===== config.mk =====
export PLATFORM = sky130hd
export DESIGN_NAME = arb_mux_v2
export DESIGN_NICKNAME = d
export VERILOG_FILES = /design/src/rtl/mux_pkg.sv /design/src/rtl/rr_arb_v2.sv /design/src/rtl/arb_mux_v2.sv
export SDC_FILE = /design/constraint.sdc
export NUM_CORES = 1
export LEC_CHECK = 0
export ABC_AREA = 1
export BUFFER_PORTS_ARGS = -buffer_cell sky130_fd_sc_hd__buf_2
export CAP_MARGIN = 10
export CORE_MARGIN = 4
export CORE_UTILIZATION = 40
export CTS_CLUSTER_DIAMETER = 60
export DETAILED_ROUTE_END_ITERATION = 8
export HOLD_SLACK_MARGIN = 0.12
export PLACE_DENSITY = 0.78
export SYNTH_ARGS = -nofsm -noshare
export SYNTH_HDL_FRONTEND = slang
export SYNTH_SLANG_ARGS = --single-unit
export TNS_END_PERCENT = 1

===== constraint.sdc =====
create_clock -name clk -period 2.3 [get_ports clk]
set_input_delay 0.115 -clock clk [delete_from_list [all_inputs] [get_ports clk]]
set_output_delay 0.115 -clock clk [all_outputs]
set_load 0.1 [all_outputs]

===== src/rtl/mux_pkg.sv =====
// Shared definitions for the arbitrating output multiplexer.
package mux_pkg;

    typedef enum logic [1:0] {
        MODE_FIXED,
        MODE_RR,
        MODE_SEL
    } mode_e;

    localparam int unsigned MAX_CH = 16;

endpackage


===== src/rtl/rr_arb_v2.sv =====
// Grant selection for arb_mux_v2: fixed priority, round-robin or explicit select.
module rr_arb_v2
    import mux_pkg::*;
#(
    parameter int unsigned NUM_CH = 4,
    parameter mode_e       MODE   = MODE_RR
) (
    input  logic                      clk,
    input  logic                      rst_n,
    input  logic [NUM_CH-1:0]         valid,
    input  logic [$clog2(NUM_CH)-1:0] sel,
    input  logic                      advance,
    output logic [NUM_CH-1:0]         grant,
    output logic [$clog2(NUM_CH)-1:0] grant_idx,
    output logic                      grant_vld
);

    localparam int unsigned CW = $clog2(NUM_CH);

    logic [CW-1:0] ptr_q, ptr_d;
    logic          found;
    int unsigned   cand;

    always_comb begin
        found     = 1'b0;
        cand      = 0;
        grant_idx = '0;
        case (MODE)
            MODE_FIXED: begin
                for (int unsigned i = 0; i < NUM_CH; i++) begin
                    if (!found && valid[i]) begin
                        found     = 1'b1;
                        grant_idx = CW'(i);
                    end
                end
            end
            MODE_RR: begin
                // Explicit wrap so non-power-of-two channel counts stay in range.
                for (int unsigned off = 0; off < NUM_CH; off++) begin
                    cand = 32'(ptr_q) + off;
                    if (cand >= NUM_CH) begin
                        cand = cand - NUM_CH;
                    end
                    if (!found && valid[cand[CW-1:0]]) begin
                        found     = 1'b1;
                        grant_idx = cand[CW-1:0];
                    end
                end
            end
            default: begin
                // Out-of-range select values match no channel.
                for (int unsigned i = 0; i < NUM_CH; i++) begin
                    if (sel == CW'(i) && valid[i]) begin
                        found     = 1'b1;
                        grant_idx = CW'(i);
                    end
                end
            end
        endcase
        grant_vld = found;
    end

    always_comb begin
        grant = '0;
        for (int unsigned i = 0; i < NUM_CH; i++) begin
            grant[i] = grant_vld && (grant_idx == CW'(i));
        end
    end

    always_comb begin
        ptr_d = ptr_q;
        if (advance && grant_vld) begin
            ptr_d = (grant_idx == CW'(NUM_CH - 1)) ? '0 : grant_idx + 1'b1;
        end
    end

    always_ff @(posedge clk or negedge rst_n) begin
        if (!rst_n) begin
            ptr_q <= '0;
        end else begin
            ptr_q <= ptr_d;
        end
    end

endmodule


===== src/rtl/arb_mux_v2.sv =====
// N-to-1 arbitrating multiplexer with a one-entry registered output stage.
module arb_mux_v2
    import mux_pkg::*;
#(
    parameter int unsigned WIDTH  = 32,
    parameter int unsigned NUM_CH = 4,
    parameter mode_e       MODE   = MODE_RR
) (
    input  logic                         clk,
    input  logic                         rst_n,
    input  logic [NUM_CH-1:0][WIDTH-1:0] in_data,
    input  logic [NUM_CH-1:0]            in_valid,
    output logic [NUM_CH-1:0]            in_ready,
    input  logic [$clog2(NUM_CH)-1:0]    sel,
    output logic [WIDTH-1:0]             out_data,
    output logic [$clog2(NUM_CH)-1:0]    out_ch,
    output logic                         out_valid,
    input  logic                         out_ready
);

    localparam int unsigned CW = $clog2(NUM_CH);

    logic              accept;
    logic              xfer;
    logic              grant_vld;
    logic [NUM_CH-1:0] grant;
    logic [CW-1:0]     grant_idx;
    logic [WIDTH-1:0]  mux_data;

    logic              valid_q;
    logic [WIDTH-1:0]  data_q;
    logic [CW-1:0]     ch_q;

    // Gating with rst_n keeps in_ready low for the whole reset period.
    assign accept   = rst_n && (!valid_q || out_ready);
    assign in_ready = grant & {NUM_CH{accept}};
    assign xfer     = grant_vld && accept;

    rr_arb_v2 #(
        .NUM_CH (NUM_CH),
        .MODE   (MODE)
    ) u_arb (
        .clk       (clk),
        .rst_n     (rst_n),
        .valid     (in_valid),
        .sel       (sel),
        .advance   (accept),
        .grant     (grant),
        .grant_idx (grant_idx),
        .grant_vld (grant_vld)
    );

    // AND-OR select: non-granted payloads never reach the output.
    always_comb begin
        mux_data = '0;
        for (int unsigned i = 0; i < NUM_CH; i++) begin
            mux_data = mux_data | ({WIDTH{grant[i]}} & in_data[i]);
        end
    end

    always_ff @(posedge clk or negedge rst_n) begin
        if (!rst_n) begin
            valid_q <= 1'b0;
            data_q  <= '0;
            ch_q    <= '0;
        end else if (xfer) begin
            valid_q <= 1'b1;
            data_q  <= mux_data;
            ch_q    <= grant_idx;
        end else if (out_ready) begin
            valid_q <= 1'b0;
        end
    end

    assign out_valid = valid_q;
    assign out_data  = data_q;
    assign out_ch    = ch_q;

endmodule

==> results list <==
* Outcome: finished, violations left
- Violations in the final reports: setup timing
- Counting every sink on the clock net gives 37.
- Vias in the first global route: 3541
* Initial Utilization: between 40% and 50%
- By instance count, the cell type seen most on the critical path is sky130_fd_sc_hd__inv_2.
- CP Capture Type: primary output
- At the end of routability-driven placement, the weighted congestion stood at between 0.9 and 1.
* Setup TNS: -4.994 ns
* Number of nets in the layout: between 700 and 800
* Remaining max-slew budget at the tightest pin: approximately 66%
- The startpoint identified for the worst register-to-register timing path is u_arb.ptr_q[1].
- Top FF cell, synth: sky130_fd_sc_hd__dfrtp_1
- Clock tree from TritonCTS: built
- Yosys Warn Count: 0
- Layout Area Growth over Synthesis: 53.46%
* Leading cell type in the layout, fill and taps excluded: sky130_fd_sc_hd__buf_2
- CTS Buf Count: 5
- The slowest stage of the critical path belongs to the cell sky130_fd_sc_hd__dfrtp_1.
- In this run, the number of DRC markers left after iteration 0 of detailed routing was about 150.
- Tracing the worst setup path back leads to its startpoint at u_arb.ptr_q[1].
- Share of cells above drive strength 1: 44.55%
* Vias per cell: 5.081
* Number of iterations in the first detailed-routing pass: 6
- Half-perimeter wire length of the detailed placement result: about 7400 µm
- The number of antenna violations at the first check in global routing is 0.
* Critical path data required time: approximately 2.2 ns
- At the later pin of the worst-skew pair, clock insertion delay measures slightly below 0.3 ns.
- Setup repair after global routing could not meet its margin everywhere.
* Most crowded layer after global routing: met2
- Post-Synthesis Mean Instance Area: 6.660 µm²
* Register area share after synthesis: roughly a third
- Pin placement for this block handled between 150 and 200 I/O pins.
- In the final routed layout, each cell accounts on average for about 15 µm.
* Final hold violation count: 0
- After synthesis the cells add up to between 2000 and 3000 µm².
- Setup violations remaining at the end of the flow were counted as 36.
- Root Buffer: sky130_fd_sc_hd__clkbuf_8
- For this block, the routed nets add up to ~11000 µm of wire.
- Hold path startpoint: in_data[35]
* Number of input and output port buffers inserted: approximately 170
- Antenna cells: 0
- The finished layout holds between 700 and 800 standard cells, fillers aside.
- The worst setup path is launched from a flop.
- Pin count of the biggest net entering global routing: 53
- Slowest cell delay on critical path: 0.44 ns
- In the routed design, unresolved DRC markers number 0.
- Summed over all layers, the global routing overflow is 0.
- The max-slew violation count was 0.
- Counting along the longest clock path gives a buffer depth of 2.
- Clock skew after layout: 0.01008 ns
- Core box area: approximately 7000 µm²
- Final WS setup: -0.2431 ns
- In this run the core area contains 30 standard-cell rows.
- Cell-by-cell listing of the critical path: inv_2 > buf_6 > nand3_4 > nand2_2 > nor2_4 > nand2_1 > o211ai_1 > nand2_2 > inv_2 > ha_4 > buf_12 > inv_2 > nor2_4 > buf_12
- Classification of the worst setup path: reg -> out
- Tmin final: between 2 and 3 ns
- Data on the critical path arrives at its endpoint at roughly 2.4 ns.
* Flip-flop and latch count after synthesis: 37
- Unique cell type count in the Yosys netlist: 26
* Share of the clock period used by the worst path after layout: 110.6%
- Global-route usage over all layers: 23.53%
- At the pin with the least slew margin, the transition time is 0.5121 ns.
- Global routing used about two fifths of the available met2 tracks.
- The top cell types in the final layout, fill and taps aside, are 169 x sky130_fd_sc_hd__buf_2, 161 x sky130_fd_sc_hd__nand3_1, 80 x sky130_fd_sc_hd__nor2_1.
* Synthesized netlist net count: about 580
* Buffering stage count on the worst path with inverters included: 6
- GR met1 Demand/Resource: approximately 27%
- For this run, global-route usage on met3 was measured as just over 6%.
- Synthesis produced 440 cells.
- Counting flops with a built-in enable in the synthesized netlist gives 0.
- Detail Route Antenna Nets: 0
- Die Area: about 8800 µm²
- Across the run, the number of max-cap violations was 0.
- In this design, the largest share of critical-path delay is due to buffers and inverters.
- Die width: 93.59 µm
- Derived from the worst setup path, the maximum achievable clock frequency is approximately 400 MHz.
- The number of placed instances, taps included, is between 700 and 800.
- First-pass GRT wire length: ~16000 µm
- Floorplan die height: 93.59 µm
- H-tree levels: 2
- Clock-pin slew was measured on the worst setup and hold paths at ~0.08 ns.
- Detailed routing inserted a total of ~3700 vias.
- In the synthesized netlist the async set-or-reset flop fraction comes to 100.0%.
* Largest driver fanout on the critical path: 6
* Worst hold path type: in -> reg
[per-layer routing]
layer	wire, µm	up-vias	part of all wire (%)
met5	0	-	0
met4	402	0	3.8
met3	1093	33	10
met2	5098	188	48
met1	3978	1644	38
li1	-	1839	-
[synthesized netlist by cell type, types with 2 or more instances]
library cell | instances | area (µm²)
sky130_fd_sc_hd__nand3_1 | 165 | 825.8
sky130_fd_sc_hd__nor2_1 | 84 | 315.3
sky130_fd_sc_hd__nand2_1 | 66 | 247.7
sky130_fd_sc_hd__dfrtp_1 | 37 | 925.9
sky130_fd_sc_hd__buf_6 | 16 | 180.2
sky130_fd_sc_hd__nor2_2 | 16 | 100.1
sky130_fd_sc_hd__clkbuf_1 | 12 | 45.04
sky130_fd_sc_hd__inv_1 | 12 | 45.04
sky130_fd_sc_hd__buf_2 | 5 | 25.02
sky130_fd_sc_hd__buf_1 | 4 | 15.01
sky130_fd_sc_hd__ha_1 | 4 | 50.05
sky130_fd_sc_hd__nand2_2 | 3 | 18.77
sky130_fd_sc_hd__nand4_1 | 2 | 12.51
sky130_fd_sc_hd__o21ai_2 | 2 | 17.52
[repair_timing]
item                                    CTS  global route
setup buffers                            14             1
pin swaps                                11             2
endpoints found under the setup margin   36            36
hold buffers                              2             0
cloned                                    2             0
endpoints found under the hold margin    38             0
gates resized for setup                  27             3
[final cells by class]
class / instances / area, µm²
clock inverter: 1 / 30.03
fill: 622 / 2447
timing repair buffer: 223 / 1469
clock buffer: 7 / 86.33
inverter: 14 / 57.56
sequential: 37 / 927.1
multi-input combinational: 351 / 1807
tap: 96 / 120.1
[through the flow]
step | cell area (µm²) | hold WS (ns) | utilization, % | worst slack (ns)
global placement | 4051 | 0.2881 | 58.34 | -0.06463
floorplan | 3020 | -0.1806 | - | -0.1379
global route | 4497 | 0.1866 | 64.76 | -0.3708
CTS | 4479 | 0.1687 | 64.50 | -0.1718
detailed placement | 4051 | 0.2969 | 58.34 | -0.1503
finish | 4497 | 0.1669 | 64.76 | -0.2431
[worst register-to-register path, delay by kind of cell, from the launching register on]
family | cells | cell delay (ns)
DFF | 1 | 0.44
buffers and inverters | 5 | 0.70
AOI/OAI and AO/OA | 1 | 0.25
adders and majority gates | 1 | 0.16
and+or+nand+nor | 9 | 0.89
[final timing paths]
path                       cells past startpoint  slack, ns              to
hold / removal                                 5       0.17     out_data[3]
setup reg to reg                              16      -0.20    out_data[22]
setup / recovery                              14      -0.24     in_ready[3]
hold reg to reg                                2       0.48       out_ch[0]
max in group asynchronous                      3       1.43  u_arb.ptr_q[0]
min in group asynchronous                      3       0.53    out_data[27]
[logic make-up after synthesis]
kind of cell / count (synthesis) / synth area share [%]
and+or+nand+nor: 341 / 53.89
buffers and inverters: 52 / 11.27
DFF: 37 / 31.60
AOI/OAI and AO/OA: 6 / 1.537
adders and majority gates: 4 / 1.708
[flip-flops by register name, summed over array words and instances (netlist names)]
signal and cells:
out_ch 2, out_valid 1, out_data 32, u_arb.ptr_q 2
Power is left out: the tool's default activity adds up to more than one toggle a clock period on the data nets, which glitch-free logic cannot reach.
